`config.mk`:
```
export PLATFORM = sky130hd
export DESIGN_NAME = shader_loader
export DESIGN_NICKNAME = d
export VERILOG_FILES = /design/src/rtl/shader_loader.sv
export SDC_FILE = /design/constraint.sdc
export NUM_CORES = 1
export LEC_CHECK = 0
export BUFFER_PORTS_ARGS = -buffer_cell sky130_fd_sc_hd__buf_4
export CAP_MARGIN = 30
export CORE_MARGIN = 2
export CORE_UTILIZATION = 46
export CTS_BUF_LIST = sky130_fd_sc_hd__clkbuf_4
export DETAILED_ROUTE_END_ITERATION = 16
export PLACE_DENSITY_LB_ADDON = 0.25
export SLEW_MARGIN = 5
export SYNTH_ARGS = -nofsm -noshare
export SYNTH_HDL_FRONTEND = slang
export SYNTH_SLANG_ARGS = --single-unit
export TNS_END_PERCENT = 1
```
`constraint.sdc`:
```
create_clock -name clk_i -period 8.4 [get_ports clk_i]
set_clock_uncertainty 0.2 [all_clocks]
set_input_delay 1.68 -clock clk_i [delete_from_list [all_inputs] [get_ports clk_i]]
set_output_delay 1.68 -clock clk_i [all_outputs]
set_load 0.005 [all_outputs]
```
`src/rtl/shader_loader.sv`:
```
// SPI-slave programming port: deserialises host bytes and shifts them into shader_memory, padding short frames with NOPs.
// Optional readback of the displaced program on MISO when SHADER_LOADER_READBACK_EN is defined.
`timescale 1ns/1ps
module shader_loader #(
    parameter int         NUM_INSTR   = 16,
    parameter logic [7:0] NOP_INSTR   = 8'b01_00_00_00,
    parameter int         SYNC_STAGES = 2
) (
    input  logic       clk_i,
    input  logic       rst_ni,
    input  logic       spi_sclk_i,
    input  logic       spi_mosi_i,
    input  logic       spi_cs_ni,
    output logic       spi_miso_o,
    input  logic [7:0] mem_instr_i,
    output logic       shift_o,
    output logic       load_o,
    output logic [7:0] instr_o,
    output logic       busy_o,
    output logic       done_o,
    output logic       ovf_o
);
    localparam int WCW = $clog2(NUM_INSTR + 1);
    localparam logic [WCW-1:0] WFULL = WCW'(NUM_INSTR);

    typedef enum logic [1:0] {IDLE, RECV, PAD, DONE} state_t;

    state_t state, state_nxt;

    logic [SYNC_STAGES-1:0] sclk_sync, mosi_sync, csn_sync;
    logic                   sclk_q, csn_q;
    logic                   sclk_s, mosi_s, csn_s;
    logic                   sclk_rise, cs_fall, cs_rise;

    logic [7:0]     shreg, instr_q, byte_nxt;
    logic [2:0]     bitcnt;
    logic [WCW-1:0] wcnt, wcnt_after;
    logic           shift_q, ovf_q, byte_done, commit, tx_msb;

    // Sync chains reset to 0 so a cs_n held low through reset never looks like a falling edge.
    always_ff @(posedge clk_i or negedge rst_ni) begin
        if (!rst_ni) begin
            sclk_sync <= '0;
            mosi_sync <= '0;
            csn_sync  <= '0;
            sclk_q    <= 1'b0;
            csn_q     <= 1'b0;
        end else begin
            sclk_sync <= {sclk_sync[SYNC_STAGES-2:0], spi_sclk_i};
            mosi_sync <= {mosi_sync[SYNC_STAGES-2:0], spi_mosi_i};
            csn_sync  <= {csn_sync[SYNC_STAGES-2:0], spi_cs_ni};
            sclk_q    <= sclk_s;
            csn_q     <= csn_s;
        end
    end

    assign sclk_s    = sclk_sync[SYNC_STAGES-1];
    assign mosi_s    = mosi_sync[SYNC_STAGES-1];
    assign csn_s     = csn_sync[SYNC_STAGES-1];
    assign sclk_rise = sclk_s & ~sclk_q;
    assign cs_fall   = ~csn_s & csn_q;
    assign cs_rise   = csn_s & ~csn_q;

    assign byte_nxt   = {shreg[6:0], mosi_s};
    assign byte_done  = (state == RECV) && sclk_rise && (bitcnt == 3'd7);
    assign commit     = byte_done && (wcnt < WFULL);
    // A byte finishing alongside the cs_n rise counts toward the exit decision.
    assign wcnt_after = wcnt + {{(WCW-1){1'b0}}, commit};

    always_ff @(posedge clk_i or negedge rst_ni) begin
        if (!rst_ni) state <= IDLE;
        else         state <= state_nxt;
    end

    always_comb begin
        state_nxt = state;
        case (state)
            IDLE: if (cs_fall) state_nxt = RECV;
            RECV: begin
                if (cs_rise) begin
                    if (wcnt_after == '0)        state_nxt = IDLE;
                    else if (wcnt_after == WFULL) state_nxt = DONE;
                    else                          state_nxt = PAD;
                end
            end
            PAD:  if (wcnt == WFULL) state_nxt = DONE;
            DONE: state_nxt = IDLE;
            default: state_nxt = IDLE;
        endcase
    end

    always_comb begin
        busy_o     = 1'b0;
        done_o     = 1'b0;
        spi_miso_o = 1'b0;
        case (state)
            RECV: begin
                busy_o     = 1'b1;
                spi_miso_o = tx_msb;
            end
            PAD:  busy_o = 1'b1;
            DONE: done_o = 1'b1;
            default: ;
        endcase
    end

    always_ff @(posedge clk_i or negedge rst_ni) begin
        if (!rst_ni) begin
            shreg   <= '0;
            instr_q <= '0;
            bitcnt  <= '0;
            wcnt    <= '0;
            shift_q <= 1'b0;
            ovf_q   <= 1'b0;
        end else begin
            shift_q <= 1'b0;
            case (state)
                IDLE: begin
                    if (cs_fall) begin
                        bitcnt <= '0;
                        wcnt   <= '0;
                        ovf_q  <= 1'b0;
                    end
                end
                RECV: begin
                    if (sclk_rise) begin
                        shreg  <= byte_nxt;
                        bitcnt <= bitcnt + 3'd1;
                    end
                    if (commit) begin
                        shift_q <= 1'b1;
                        instr_q <= byte_nxt;
                        wcnt    <= wcnt + WCW'(1);
                    end else if (byte_done) begin
                        ovf_q <= 1'b1;
                    end
                    if (cs_rise) bitcnt <= '0;
                end
                PAD: begin
                    if (wcnt != WFULL) begin
                        shift_q <= 1'b1;
                        instr_q <= NOP_INSTR;
                        wcnt    <= wcnt + WCW'(1);
                    end
                end
                default: ;
            endcase
        end
    end

    assign shift_o = shift_q;
    assign load_o  = shift_q;
    assign instr_o = instr_q;
    assign ovf_o   = ovf_q;

`ifdef SHADER_LOADER_READBACK_EN
    logic [7:0] tx_q;
    logic       shift_d, sclk_fall;

    assign sclk_fall = ~sclk_s & sclk_q;

    // Reload one cycle after a write pulse, once word 0 shows the next word to be displaced.
    // The fall following a byte's last bit is skipped so the fresh word is not shifted early.
    always_ff @(posedge clk_i or negedge rst_ni) begin
        if (!rst_ni) begin
            tx_q    <= '0;
            shift_d <= 1'b0;
        end else begin
            shift_d <= shift_q;
            if ((state == IDLE && cs_fall) || (state == RECV && shift_d))
                tx_q <= mem_instr_i;
            else if (state == RECV && sclk_fall && bitcnt != 3'd0)
                tx_q <= {tx_q[6:0], 1'b0};
        end
    end

    assign tx_msb = tx_q[7];
`else
    logic unused_mem;
    assign unused_mem = ^mem_instr_i;
    assign tx_msb     = 1'b0;
`endif

endmodule

```
==> results.md <==
* Sw Pwr at 229 uW
* Chip width at 65.0 um
* Switching share of total power at 37.0%
* Via count at 1132
* #FFs+latches synth at 35
* Crit-path max FO at 12
* Max Cap Viol at 0
* Nets at 188
* Clock Path Buffers at 2
* Worst slew margin at 60.6%
* CP arrival at 3.58 ns
* LEAKAGE at 0.937 nW
* Tot Pwr at 618 uW
* Core Util, Final at 53.2%
* Num CTS Buffers at 5
* Final ANT Viol Nets at 0
* Fmax at 283 MHz
* RePlAce Congestion at 0.863
* GRT overflow at 0
* Vias in the first global route at 1124
* Setup TNS Final at 0 ns
* # setup viols final at 0
* Final period util at 42.1%
* DRT Pass-1 Iters at 4
* Tightest Pin Transition at 0.589 ns
* Die area at 0.00423 mm^2
* Final min period at 3.54 ns
* Pint at 389 uW
* # hold bufs at CTS at 0
* Comb pwr share at 43.4%
* Syn Inst Count at 145
* Synth Warn # at 0
* # port buffers at 17
* Pre-CTS setup slack at 4.89 ns
* Resize count post-CTS at 0
* Seq/Total Area, Yosys at 51.1%
* Required @ worst endpoint at 8.44 ns
* Pin count of the biggest net entering global routing at 36
* HP Class: reg -> reg
* Row cnt at 22
* DRT iter0 DRCs at 40
* CTS tree: done
* Io pins at 27
* Clock Power Share at 14.5%
* Worst setup EP type: register
* Flop pwr share at 42.1%
* Synthesized cell area at 0.00171 mm^2
* Final HPWL DP at 2.20 mm
* Gr usage total at 16.9%
* Routed wire length at 3.06 mm
* Die height at 65.0 um
* CP Class: reg -> reg
* Routed vias/inst at 5.31
* Core area at 0.00363 mm^2
* PD cells at 320 mW/mm^2
* Final Hold Fails at 0
* H-tree lvl count at 2
* Yosys cell types at 40
* Worst IR Drop VDD at 0.163 mV
* Clock slew at reported path FFs at 0.11 ns
* Drc violations at 0
* DR WL/cell at 14.4 um
* Worst Setup Slack, final at 4.86 ns
* RSZ-0062 raised after global routing: no
* First-pass GRT wire length at 5.31 mm
* Layout cells sized above 1 at 26.1%
* Cell at the root of the clock tree: clkbuf_4
* Area added between synthesis and finish at 12.7%
* Sink Count at 35
* Ant diodes at 0
* Syn_nets at 169
* Critical Path Source Type: register
* Max-slew violations at 0
* Postcts setup bufs at 0
* Antenna violations before repair at 0
* Synthesized area per cell at 11.8 um^2
* Status: completed
* Initial core utilization at 47.2%
* Worst skew pair latency at 0.35 ns
-- through the flow --
| stage | cells | area [um^2] | hold slack, ns |
|---|---|---|---|
| floorplan | 145 | 1710 | 0.131 |
| global placement | 205 | 1870 | 0.135 |
| detailed placement | 205 | 1870 | 0.138 |
| CTS | 213 | 1930 | 0.165 |
| global route | 213 | 1930 | 0.173 |
| finish | 213 | 1930 | 0.161 |
-- cell type report --
class	instances	area (um^2)
inverter	9	33.8
tap	48	60.1
multi-input combinational	96	777
fill	336	1700
clock buffer	5	37.5
timing repair buffer	17	128
clock inverter	3	20.0
sequential	35	876
-- synth_stat cells, drive strengths merged --
cell type  number  area share, %
mux2           17             11
ha             11            8.0
nand4bb         2            1.3
nor2b          11            4.0
o22ai           1           0.37
a32o            2            1.2
o32a            1           0.58
o21ai           4            1.4
nor3            1           0.29
a41oi           2            1.0
inv             9            2.0
nand2b          2           0.73
dfrtp          35             51
a21boi          2           0.88
mux2i           1           0.58
or2             1           0.37
and2            2           0.73
o211a           1           0.58
nor3b           1           0.44
nor4            3            1.1
nor2            3           0.66
and3b           1           0.51
nand3           3           0.88
and3            3            1.1
xnor2           1           0.51
nand2           6            1.3
a21oi           4            1.2
clkbuf          2           0.44
o211ai          2           0.88
buf             3            1.2
a2bb2oi         1           0.51
o21a            2           0.88
a222oi          1           0.58
conb            1           0.22
a41o            1           0.58
nand4           1           0.37
o21bai          1           0.44
-- registers in the layout (all words and copies together), names as in the netlist, named ones only --
| name | count |
|---|---|
| load_o | 1 |
| instr_o | 8 |
| shreg | 7 |
| mosi_sync | 2 |
| bitcnt | 3 |
| sclk_sync | 2 |
| csn_sync | 2 |
| csn_q | 1 |
| sclk_q | 1 |
| ovf_o | 1 |
| wcnt | 5 |
| state | 1 |
-- per-layer routing --
metal / vias up / global-route usage [%] / part of all wire (%)
met5: - / 0 / 0
met4: 0 / 5.47 / 1.2
met3: 4 / 6.77 / 4.7
met2: 19 / 26.9 / 48
met1: 553 / 21.0 / 46
li1: 556 / - / -
-- layout by cell type (no fill, tap or decap), types with 3 or more instances in the layout --
| cell type | n |
|---|---|
| and3_1 | 3 |
| nand2_1 | 6 |
| mux2_2 | 17 |
| nor2_1 | 3 |
| o21ai_0 | 3 |
| nand3_1 | 3 |
| dfrtp_1 | 35 |
| nor4_1 | 3 |
| nor2b_1 | 11 |
| ha_1 | 11 |
| a21oi_1 | 4 |
| clkbuf_4 | 5 |
| inv_1 | 9 |
| buf_4 | 17 |
-- worst max-delay path, stage by stage (launching register included) --
cell and delay [ns]:
dfrtp_1 0.43, inv_1 0.14, ha_1 0.46, nand2_1 0.34
nor3b_1 0.37, ha_1 0.24, ha_1 0.23, or2_2 0.28
nor4_1 0.39, o21bai_1 0.14, a41o_1 0.23
-- power groups by stage --
stage	clock, mW	sequential (mW)	combinational, mW
2_1_floorplan	0	0.255	0.195
3_3_place_gp	0	0.260	0.259
3_5_place_dp	0	0.265	0.270
4_1_cts	0.0932	0.261	0.271
5_1_grt	0.101	0.269	0.302
6_report	0.0895	0.260	0.268
-- kinds of logic (layout without fill, tap and decap cells) --
kind of cell,after synthesis,in the layout,share of synthesized area (%)
other,1,1,0.219
and+or+nand+nor,40,40,13.8
muxes,18,18,11.8
AOI/OAI and AO/OA,25,25,11.0
buffers and inverters,14,34,3.58
xor gates and xnor gates,1,1,0.511
adders and majority gates,11,11,8.03
DFF,35,35,51.1
-- final timing paths --
path | start | to | slack [ns] | depth (start not counted)
setup reg to reg | register | register | 4.86 | 10
hold / removal | sclk_sync[0]$_DFF_PN0_ | sclk_sync[1]$_DFF_PN0_ | 0.16 | 0
min in group asynchronous | rst_ni | shreg[6]$_DFFE_PN0P_ | 1.07 | 1
max in group asynchronous | rst_ni | shreg[5]$_DFFE_PN0P_ | 6.62 | 1
setup / recovery | register | register | 4.86 | 10
hold reg to reg | sclk_sync[0]$_DFF_PN0_ | sclk_sync[1]$_DFF_PN0_ | 0.16 | 0
No activity file was read; power rests on OpenSTA's default activity.
